[config.mk]
export PLATFORM = sky130hd
export DESIGN_NAME = serial_rr_scheduler
export DESIGN_NICKNAME = d
export VERILOG_FILES = /design/src/rtl/serial_rr_scheduler_pkg.sv /design/src/rtl/serial_rr_scheduler_rr_arbiter.sv /design/src/rtl/serial_rr_scheduler.sv
export SDC_FILE = /design/constraint.sdc
export NUM_CORES = 1
export LEC_CHECK = 0
export ABC_AREA = 1
export CAP_MARGIN = 10
export CORE_MARGIN = 5
export CORE_UTILIZATION = 55
export DETAILED_ROUTE_END_ITERATION = 12
export PLACE_DENSITY_LB_ADDON = 0.08
export REMOVE_ABC_BUFFERS = 1
export SYNTH_ARGS = -nofsm -noshare
export SYNTH_HDL_FRONTEND = slang
export SYNTH_HIERARCHICAL = 1
export SYNTH_SLANG_ARGS = --single-unit
[constraint.sdc]
create_clock -name clk -period 3.5 [get_ports clk]
set_clock_uncertainty 0.1 [all_clocks]
set_input_delay 0.525 -clock clk [delete_from_list [all_inputs] [get_ports clk]]
set_output_delay 0.525 -clock clk [all_outputs]
set_load 0.01 [all_outputs]
[src/rtl/serial_rr_scheduler_pkg.sv]
// ---------------------------------------------------------------------------
// serial_rr_scheduler_pkg
// Shared definitions for the serial round-robin scheduler:
//   - state_t      : FSM state encoding (IDLE=0, HDR=1, PAY=2, DONE=3)
//   - DEF_NUM_CH   : default number of requesting channels
//   - DEF_LEN_W    : default header / counter width
// ---------------------------------------------------------------------------
package serial_rr_scheduler_pkg;

    typedef enum logic [1:0] {
        ST_IDLE = 2'd0,
        ST_HDR  = 2'd1,
        ST_PAY  = 2'd2,
        ST_DONE = 2'd3
    } state_t;

    localparam int DEF_NUM_CH = 4;
    localparam int DEF_LEN_W  = 4;

endpackage

[src/rtl/serial_rr_scheduler_rr_arbiter.sv]
// ---------------------------------------------------------------------------
// rr_arbiter
// Combinational round-robin pick. Searches req upward starting at
// rr_ptr+1, wrapping modulo NUM_CH, and returns the first set index.
// Ports:
//   req     in  NUM_CH  request vector
//   rr_ptr  in  SEL_W   last served channel (lowest priority this round)
//   winner  out SEL_W   index of the selected channel (0 when none)
//   any_req out 1       at least one request is set
// NUM_CH must be a power of two so the index addition wraps naturally.
// ---------------------------------------------------------------------------
module rr_arbiter #(
    parameter int NUM_CH = 4,
    parameter int SEL_W  = $clog2(NUM_CH)
) (
    input  logic [NUM_CH-1:0] req,
    input  logic [SEL_W-1:0]  rr_ptr,
    output logic [SEL_W-1:0]  winner,
    output logic              any_req
);

    // w_rot[k] is the request of the channel k+1 positions past rr_ptr,
    // so position 0 carries the highest priority.
    logic [SEL_W-1:0]  w_idx [NUM_CH];
    logic [NUM_CH-1:0] w_rot;

    genvar gi;
    generate
        for (gi = 0; gi < NUM_CH; gi++) begin : g_rot
            assign w_idx[gi] = rr_ptr + SEL_W'(gi + 1);
            assign w_rot[gi] = req[w_idx[gi]];
        end
    endgenerate

    // Descending scan: the lowest rotated position that is set wins last.
    always_comb begin
        winner = '0;
        for (int i = NUM_CH - 1; i >= 0; i--) begin
            if (w_rot[i]) begin
                winner = w_idx[i];
            end
        end
    end

    assign any_req = |req;

endmodule

[src/rtl/serial_rr_scheduler.sv]
// ---------------------------------------------------------------------------
// serial_rr_scheduler
// Shares one serial receive/forward path among NUM_CH requesters. The
// granted channel sends a LEN_W-bit length header MSB-first, then that
// many payload bits are forwarded with a valid strobe, then done pulses
// and the grant is released.
// Ports:
//   clk           in  1       rising-edge clock
//   rst           in  1       synchronous active-high reset
//   req           in  NUM_CH  per-channel level request
//   ser_in        in  NUM_CH  per-channel serial data
//   grant         out NUM_CH  registered one-hot grant, zero when idle
//   busy          out 1       FSM not in IDLE
//   ser_out       out 1       ser_in of granted channel during payload
//   ser_out_valid out 1       high during payload-forwarding cycles
//   len_out       out LEN_W   last captured header value
//   done          out 1       one-cycle end-of-transfer pulse
// ---------------------------------------------------------------------------
module serial_rr_scheduler
    import serial_rr_scheduler_pkg::*;
#(
    parameter int NUM_CH = DEF_NUM_CH,
    parameter int LEN_W  = DEF_LEN_W
) (
    input  logic              clk,
    input  logic              rst,
    input  logic [NUM_CH-1:0] req,
    input  logic [NUM_CH-1:0] ser_in,
    output logic [NUM_CH-1:0] grant,
    output logic              busy,
    output logic              ser_out,
    output logic              ser_out_valid,
    output logic [LEN_W-1:0]  len_out,
    output logic              done
);

    localparam int SEL_W = $clog2(NUM_CH);

    state_t            r_state,  w_state_next;
    logic [NUM_CH-1:0] r_grant,  w_grant_next;
    logic [SEL_W-1:0]  r_sel,    w_sel_next;
    logic [SEL_W-1:0]  r_rr_ptr, w_rr_ptr_next;
    logic [LEN_W-1:0]  r_cnt,    w_cnt_next;
    logic [LEN_W-1:0]  r_hdr,    w_hdr_next;
    logic [LEN_W-1:0]  r_len,    w_len_next;

    logic [SEL_W-1:0]  w_winner;
    logic              w_any_req;
    logic              w_ser_bit;
    logic [LEN_W-1:0]  w_hdr_shift;

    rr_arbiter #(
        .NUM_CH (NUM_CH),
        .SEL_W  (SEL_W)
    ) u_arb (
        .req     (req),
        .rr_ptr  (r_rr_ptr),
        .winner  (w_winner),
        .any_req (w_any_req)
    );

    assign w_ser_bit   = ser_in[r_sel];
    // Header value including the bit arriving this cycle; on the last
    // header cycle this is the complete length.
    assign w_hdr_shift = {r_hdr[LEN_W-2:0], w_ser_bit};

    always_comb begin
        w_state_next  = r_state;
        w_grant_next  = r_grant;
        w_sel_next    = r_sel;
        w_rr_ptr_next = r_rr_ptr;
        w_cnt_next    = r_cnt;
        w_hdr_next    = r_hdr;
        w_len_next    = r_len;
        case (r_state)
            ST_IDLE: begin
                if (w_any_req) begin
                    w_grant_next = NUM_CH'(1) << w_winner;
                    w_sel_next   = w_winner;
                    w_cnt_next   = LEN_W'(LEN_W - 1);
                    w_state_next = ST_HDR;
                end
            end
            ST_HDR: begin
                w_hdr_next = w_hdr_shift;
                w_cnt_next = r_cnt - 1'b1;
                if (r_cnt == '0) begin
                    w_len_next = w_hdr_shift;
                    if (w_hdr_shift == '0) begin
                        w_state_next = ST_DONE;
                    end else begin
                        // Counting length-1 down to 0 keeps a full-scale
                        // length inside LEN_W bits.
                        w_cnt_next   = w_hdr_shift - 1'b1;
                        w_state_next = ST_PAY;
                    end
                end
            end
            ST_PAY: begin
                w_cnt_next = r_cnt - 1'b1;
                if (r_cnt == '0) begin
                    w_state_next = ST_DONE;
                end
            end
            ST_DONE: begin
                w_grant_next  = '0;
                w_rr_ptr_next = r_sel;
                w_state_next  = ST_IDLE;
            end
            default: begin
                w_state_next = ST_IDLE;
                w_grant_next = '0;
            end
        endcase
    end

    always_ff @(posedge clk) begin
        if (rst) begin
            r_state  <= ST_IDLE;
            r_grant  <= '0;
            r_sel    <= '0;
            r_rr_ptr <= SEL_W'(NUM_CH - 1);
            r_cnt    <= '0;
            r_hdr    <= '0;
            r_len    <= '0;
        end else begin
            r_state  <= w_state_next;
            r_grant  <= w_grant_next;
            r_sel    <= w_sel_next;
            r_rr_ptr <= w_rr_ptr_next;
            r_cnt    <= w_cnt_next;
            r_hdr    <= w_hdr_next;
            r_len    <= w_len_next;
        end
    end

    assign grant         = r_grant;
    assign busy          = (r_state != ST_IDLE);
    assign ser_out_valid = (r_state == ST_PAY);
    assign ser_out       = (r_state == ST_PAY) ? w_ser_bit : 1'b0;
    assign done          = (r_state == ST_DONE);
    assign len_out       = r_len;

endmodule

==> impl_metrics.toml, run 1 <==
[cts]
numCtsBuffers = 3
cts_buffer_depth = 2
root_buffer = "clkbuf_4"
clkLatencyLatePin_ns = 0.30
tritoncts = "done"
cts-hold-fix-buffers = 0
clock-sinks = 21
clk_pin_slew_ns = 0.12
post_cts_buffers = 0
htreeDepth = 1
cts_resized = 0

[sta]
tns_ns = 0
setup_viol_count_final = 0
finalHoldViolations = 0
worstMarginPinSlew_ns = 0.488
fin_crit_ns = 2.55
grt_setup_unrepaired = "no"
fmax_mhz = 392
min_period_over_period_pct = 72.9
slew-limit-headroom_pct = 67.3
maxSlewViolCount = 0

[placed_design]
io_buffers = 21
hpwl_mm = 2.45
gp_congestion = 0.857
placedInstanceArea_mm2 = 0.00161
dp.cells = 250

[drt]
antenna_left = 0
wl_met3_um = 137
drt-pass1-iter-count = 4
wl_met1_mm = 1.24
wl_mm = 3.01
route.detailed.drc = 0
drtIter0Drc = 58
wl_met2_mm = 1.62
top_layer_used = "met4"
viasPerCell = 5.24
vias = 1332
wl_per_cell_um = 11.9

[setup_path]
cp-start-kind = "input port"
end_kind = "primary output"
critical_path.max_stage_delay_ns = 0.56
worstPathMaxFanout = 8
required_ns = 2.87
critical_path.cell_chain = "clkdlybuf4s50_1 -> nand2_1 -> nand3_2 -> nand2_4 -> nor2_1 -> clkdlybuf4s50_1"
cp_common_cell = "clkdlybuf4s50_1"
worstPathArrival_ns = 1.92
critPathTopFamily = "buffers and inverters"
crit_buf_inv = 2
slowest_stage = "clkdlybuf4s50_1"
critical_path_class = "in -> out"

[cells_and_area]
stdcell_count = 254
diodes = 0
design_area_mm2 = 0.00164
regArea_um2 = 420
multi_input_area_um2 = 805
fill_cells = 214
final_layout_size_suffix_gt1_share_pct = 16.1
area_growth_pct = 17.9
layout.nets = 242

[die]
core_mm2 = 0.00245
die_h_um = 60.3
start_util_pct = 56.7
rows = 18
die_area_mm2 = 0.00364
die_w_um = 60.3
io_pins = 22

[yosys]
syn_area_per_cell_um2 = 6.89
syn_area_mm2 = 0.00139
async_flop_share_pct = 0
ys_types = 25
netlist_instances = 202
yosysSeqAreaShare_pct = 30.2
synth.ff_latch_count = 21
synth.most_common_cell = "nand2_1"
yosys-top-cells-area = "dfxtp_1 30%, nand2_1 13%, inv_1 7.0%"
synth-main-ff-cell = "dfxtp_1"
yosys.area.top_type_share_pct = 30.2
synth_top_area_cell = "dfxtp_1"
synth_common_cells = "48 x nand2_1, 26 x inv_1, 21 x dfxtp_1"
ys_warn_count = 6
synth_edf_count = 0

[global_route]
antenna_found_initial = 0
globalRoute.totalOverflow = 0
grt.total_usage_pct = 18.3
grt_pass1_vias = 1306
grt_pass1_wl_mm = 5.13
grt_max_degree = 13

[power]
p_per_area_mw_per_mm2 = 797
p_leak_nw = 0.767
ir_worst_vdd_uv = 536

[run_status]
status = "finished clean"

[run]
cap_viol_max_count = 0

[worst_hold_path]
hp-class = "reg -> reg"
[area by class of cell]
class	instances	share of cell area, %
multi-input combinational	142	49.0
sequential	21	25.6
timing repair buffer	21	12.8
inverter	36	8.54
tap	30	2.29
clock buffer	3	1.37
clock inverter	1	0.305
[path summary, 6_finish.rpt]
| check | startpoint | end | slack (ns) | cells past startpoint |
|---|---|---|---|---|
| max | ser_in[1] | ser_out | 0.95 | 6 |
| min | len_out[3] | len_out[3] | 0.37 | 2 |
| max reg2reg | r_rr_ptr[0] | grant[0] | 1.66 | 12 |
| min reg2reg | len_out[3] | len_out[3] | 0.37 | 2 |
[report_power, final]
group          switching (mW)  internal [mW]
Clock                  0.0757         0.0426
Sequential             0.0650          0.313
Combinational           0.504          0.307
Total                   0.645          0.663
[cell families (layout without fill, tap and decap cells)]
logic type      Yosys count  in the layout  synth area share [%]
compound gates           46             46                  19.9
fa+ha+maj                 7              7                  6.29
buf+inv                  39             61                  12.0
flops                    21             21                  30.2
simple gates             89             89                  31.7
[placed cells by master, fill, tap and decap left out]
cell type	Yosys	layout
nand2_4	4	4
nand2_2	7	7
nand3_2	4	4
clkdlybuf4s50_1	0	21
o21ai_0	12	12
o21ai_1	1	1
nand4_1	6	6
nand2_1	48	48
inv_2	7	7
clkbuf_4	0	3
a31oi_1	3	3
nor3_1	1	1
nand3b_1	1	1
nand3_1	11	11
o21ai_2	4	4
a211oi_1	1	1
inv_1	26	26
nor2_1	7	7
dfxtp_1	21	21
a21oi_2	4	4
clkinv_1	1	1
a21oi_1	17	17
clkinv_2	0	1
ha_1	7	7
inv_4	2	2
o211ai_1	4	4
[routing by layer]
metal	track usage, %	vias to the layer above
met4	6.96	0
li1	-	707
met5	0	-
met3	3.02	2
met2	34.7	23
met1	19.8	600
[through the flow]
step	worst slack [ns]	hold WS [ns]	power, mW	util [%]
final	0.950	0.367	1.31	66.8
after global routing	0.893	0.401	1.44	66.8
after CTS	0.953	0.372	1.31	66.8
after detailed placement	0.962	0.355	1.19	65.7
after global placement	1.03	0.352	1.16	65.7
after floorplan	1.84	0.362	0.977	-
[worst min-delay path: cells and delay by family (launching register included)]
| kind | cells | cell delay (ns) |
|---|---|---|
| and+or+nand+nor | 1 | 0.06 |
| DFF | 1 | 0.33 |
| AOI/OAI and AO/OA | 1 | 0.05 |
[state kept, by name, summed over array words and instances (netlist names)]
register and flops:
r_cnt 4, grant 4, r_state 2, len_out 4, r_sel 2, r_hdr 3, r_rr_ptr 2
Power figures use the tool's default switching activity.
==> run 2: changes to the inputs <==
Settings changed: CORE_UTILIZATION 55 to 53.
Clock period 3.5 ns to 2.4 ns, I/O delays scaled along.
==> run 2 against run 1 <==
- via count is 1.5% lower
- core utilization decreased by 0.90 points
- count of clock-buffer cells in the layout unchanged
- die area rose by 3.1%
- non-clock buffer count increased by 1
- critical endpoint unchanged
- largest power group unchanged
- highest routed layer unchanged
==> impl_metrics.toml, run 2 (synthesis results as in run 1) <==
[setup_path]
worstPathMaxFanout = 6
crit_buf_inv = 3
critPathTopFamily = "buffers and inverters"
critical_path.max_stage_delay_ns = 0.55
slowest_stage = "clkdlybuf4s50_1"
worstPathArrival_ns = 1.81
cp-start-kind = "flip-flop"
critical_path.cell_chain = "inv_1 -> ha_1 -> inv_1 -> nor2_1 -> clkdlybuf4s50_1"
end_kind = "primary output"
cp_common_cell = "inv_1"
required_ns = 1.94
critical_path_class = "reg -> out"

[cells_and_area]
multi_input_area_um2 = 805
final_layout_size_suffix_gt1_share_pct = 16.4
final_common_cell = "nand2_1"
design_area_mm2 = 0.00165
utilization_pct = 65.9
layout_common_cells = "48 x nand2_1, 26 x inv_1, 21 x dfxtp_1, 21 x clkdlybuf4s50_1, 17 x a21oi_1"
fill_cells = 233
area_growth_pct = 18.4
stdcell_count = 255
layout.nets = 243
regArea_um2 = 420
diodes = 0

[sta]
fin_crit_ns = 2.27
min_period_over_period_pct = 94.4
fmax_mhz = 441
worstMarginPinSlew_ns = 0.481
grt_setup_unrepaired = "no"
finalHoldViolations = 0
tns_ns = 0
slew-limit-headroom_pct = 67.9
maxSlewViolCount = 0
setup_viol_count_final = 0

[global_route]
grt_max_degree = 13
grt_pass1_wl_mm = 4.76
grt_pass1_vias = 1184
antenna_found_initial = 0
globalRoute.totalOverflow = 0
grt.total_usage_pct = 16.6

[cts]
tritoncts = "done"
clkLatencyLatePin_ns = 0.30
clk_pin_slew_ns = 0.12
cts_buffer_depth = 2
htreeDepth = 1
clock-sinks = 21
root_buffer = "clkbuf_4"
cts_resized = 0
numCtsBuffers = 3
cts-hold-fix-buffers = 0
post_cts_buffers = 0

[drt]
drtIter0Drc = 47
vias = 1312
drt-pass1-iter-count = 4
viasPerCell = 5.15
wl_mm = 2.84
route.detailed.drc = 0
antenna_left = 0
wl_per_cell_um = 11.1

[die]
io_pins = 22
die_area_mm2 = 0.00375
die_w_um = 61.2
start_util_pct = 55.7
die_h_um = 61.2
rows = 18
core_mm2 = 0.00250

[placed_design]
hpwl_mm = 2.33
io_buffers = 21
dp.cells = 251
placedInstanceArea_mm2 = 0.00162
gp_congestion = 0.833

[worst_hold_path]
hp-class = "reg -> reg"

[power]
p_per_area_mw_per_mm2 = 1150
ir_worst_vdd_uv = 704
p_leak_nw = 0.772

[run_status]
status = "finished clean"

[run]
cap_viol_max_count = 0
==> run 2: changes by cell type in the layout (fill, tap and decap cells not counted) <==
cell | before | now
buf_4 | 0 | 1
==> run 2: cell type report <==
| type | instances | area share (%) |
|---|---|---|
| clock buffer | 3 | 1.37 |
| clock inverter | 1 | 0.304 |
| inverter | 36 | 8.50 |
| multi-input combinational | 142 | 48.8 |
| sequential | 21 | 25.5 |
| tap | 30 | 2.28 |
| timing repair buffer | 22 | 13.2 |
==> run 2: path summary, 6_finish.rpt <==
kind / depth (start not counted) / slack (ns) / startpoint / endpoint
hold reg to reg: 2 / 0.37 / len_out[2] / len_out[2]
setup reg to reg: 9 / 0.56 / r_rr_ptr[0] / grant[1]
hold / removal: 2 / 0.37 / len_out[2] / len_out[2]
setup / recovery: 5 / 0.13 / r_state[0] / ser_out
==> run 2: report_power, final <==
part	total, mW	switching [mW]	internal, mW
Combinational	1.18	0.727	0.448
Clock	0.170	0.108	0.0622
Sequential	0.547	0.0903	0.456
Total	1.89	0.925	0.967
==> run 2: routing by layer <==
layer | track usage, % | wire length, um
met5 | 0 | 0
met4 | 5.26 | 13
met3 | 3.14 | 95
met2 | 29.8 | 1520
met1 | 19.9 | 1210
==> run 2: worst register-to-register path: cells and delay by family, from the launching register on <==
| kind | cells | cell delay (ns) |
|---|---|---|
| AOI/OAI and AO/OA | 4 | 0.50 |
| DFF | 1 | 0.64 |
| and+or+nand+nor | 4 | 0.41 |
| buffers and inverters | 1 | 0.09 |
==> run 2: per-stage QoR <==
stage	power, mW	setup slack (ns)	hold WS, ns
global route	2.08	0.000317	0.403
finish	1.89	0.133	0.372
global placement	1.70	0.254	0.350
floorplan	1.42	0.835	0.322
CTS	1.91	0.123	0.372
detailed placement	1.73	0.235	0.354
==> run 3: changes to the inputs <==
Settings changed: CORE_UTILIZATION 53 to 55, HOLD_SLACK_MARGIN set to 0.15, RECOVER_POWER set to 50.
Clock period 2.4 ns to 2.9 ns, I/O delays scaled along.
==> run 3 against run 2 <==
- count of clock-buffer cells in the layout is the same
- first-iteration DRC count shrank 19%
- largest cell class unchanged
- critical path type unchanged
- sequential power shrank 18%
- sequential share of layout area grew 0.20 points
- clock power shrank 17%
- non-clock buffer count shrank 1
- die area shrank 3.0%
- critical path depth is the same
- wire length grew 1.8%
- setup slack gained 0.43 ns
- core utilization grew 0.70 points
==> impl_metrics.toml, run 3 (synthesis results as in run 1) <==
[cts]
htreeDepth = 1
cts_buffer_depth = 2
tritoncts = "done"
numCtsBuffers = 3
clock-sinks = 21
cts-hold-fix-buffers = 0
clk_pin_slew_ns = 0.12
cts_resized = 0
root_buffer = "clkbuf_4"
post_cts_buffers = 0
clkLatencyLatePin_ns = 0.30

[die]
die_w_um = 60.3
core_mm2 = 0.00245
io_pins = 22
die_area_mm2 = 0.00364
die_h_um = 60.3
rows = 18
start_util_pct = 56.7

[setup_path]
reg2reg_from = "r_rr_ptr[0]"
cp-start-kind = "flip-flop"
required_ns = 2.37
r2r_end = "grant[0]"
critical_path_class = "reg -> out"
worstPathArrival_ns = 1.80
end_kind = "primary output"
rrSetupSlack_ns = 1.01
worstPathMaxFanout = 6
worstRegToRegCells = 9
startpoint = "r_state[0]"

[worst_hold_path]
hp-class = "reg -> reg"
hold_path_end = "len_out[3]"
hp-start = "len_out[3]"
hold_depth = 2

[global_route]
globalRoute.totalOverflow = 0
grt_max_degree = 13
grt.total_usage_pct = 18.0
grt_pass1_vias = 1282
antenna_found_initial = 0
grt_pass1_wl_mm = 5.13

[power]
p_leak_nw = 0.788
p_per_area_mw_per_mm2 = 949
ir_worst_vdd_uv = 602

[drt]
drt-pass1-iter-count = 4
drtIter0Drc = 38
wl_per_cell_um = 11.4
vias = 1350
viasPerCell = 5.31
wl_mm = 2.89
route.detailed.drc = 0
antenna_left = 0

[placed_design]
io_buffers = 21
gp_congestion = 0.859
hpwl_mm = 2.40

[cells_and_area]
layout.nets = 242
layout_common_cells = "48 x nand2_1, 27 x inv_1, 21 x dfxtp_1, 17 x a21oi_1, 13 x clkdlybuf4s50_1"
utilization_pct = 66.6
area_growth_pct = 17.5
multi_input_area_um2 = 800
final_layout_size_suffix_gt1_share_pct = 15.2
regArea_um2 = 420
diodes = 0
final_common_cell = "nand2_1"
fill_cells = 226

[run_status]
status = "finished clean"

[sta]
fin_crit_ns = 2.34
worstMarginPinSlew_ns = 0.503
slew-limit-headroom_pct = 66.4
tns_ns = 0
grt_setup_unrepaired = "no"
min_period_over_period_pct = 80.6
fmax_mhz = 428
maxSlewViolCount = 0
finalHoldViolations = 0
setup_viol_count_final = 0

[run]
cap_viol_max_count = 0
==> run 3: per-layer routing <==
layer	vias to the layer above	wire (um)	track usage, %
li1	711	-	-
met1	621	1250	20.3
met2	16	1550	33.6
met3	2	82	2.59
met4	0	8	6.33
met5	-	0	0
==> run 3: cell type report <==
class / instances / area share (%)
Inverter: 36 / 8.57
Clock buffer: 3 / 1.38
Multi-Input combinational cell: 142 / 48.9
Clock inverter: 1 / 0.306
Timing Repair Buffer: 21 / 12.9
Tap cell: 30 / 2.30
Sequential cell: 21 / 25.7
==> run 3: worst max-delay path, cell delays in order, from the launching register on <==
cell,delay [ns]
dfxtp_1,0.37
inv_1,0.09
ha_1,0.28
inv_1,0.10
nor2_1,0.12
clkdlybuf4s50_1,0.54
==> run 3: worst max path at each step <==
| stage | to | depth (start not counted) |
|---|---|---|
| final | ser_out | 5 |
| after global routing | ser_out | 5 |
| after CTS | ser_out | 5 |
| after detailed placement | ser_out | 6 |
| after global placement | ser_out | 6 |
| after floorplan | r_cnt[3] | 12 |
==> run 3: through the flow <==
stage / total power, mW / hold slack (ns) / instances / cell area (um2) / setup WS, ns
CTS: 1.58 / 0.372 / 254 / 1640 / 0.534
global placement: 1.40 / 0.352 / 250 / 1610 / 0.605
detailed placement: 1.44 / 0.355 / 250 / 1610 / 0.546
global route: 1.72 / 0.403 / 254 / 1640 / 0.417
finish: 1.55 / 0.365 / 254 / 1640 / 0.563
floorplan: 1.18 / 0.362 / 199 / 1370 / 1.33
==> run 3: power by group <==
group	switching [mW]	internal, mW	total (mW)
combinational	0.603	0.358	0.960
sequential	0.0736	0.378	0.451
clock	0.0893	0.0513	0.141
total	0.765	0.787	1.55
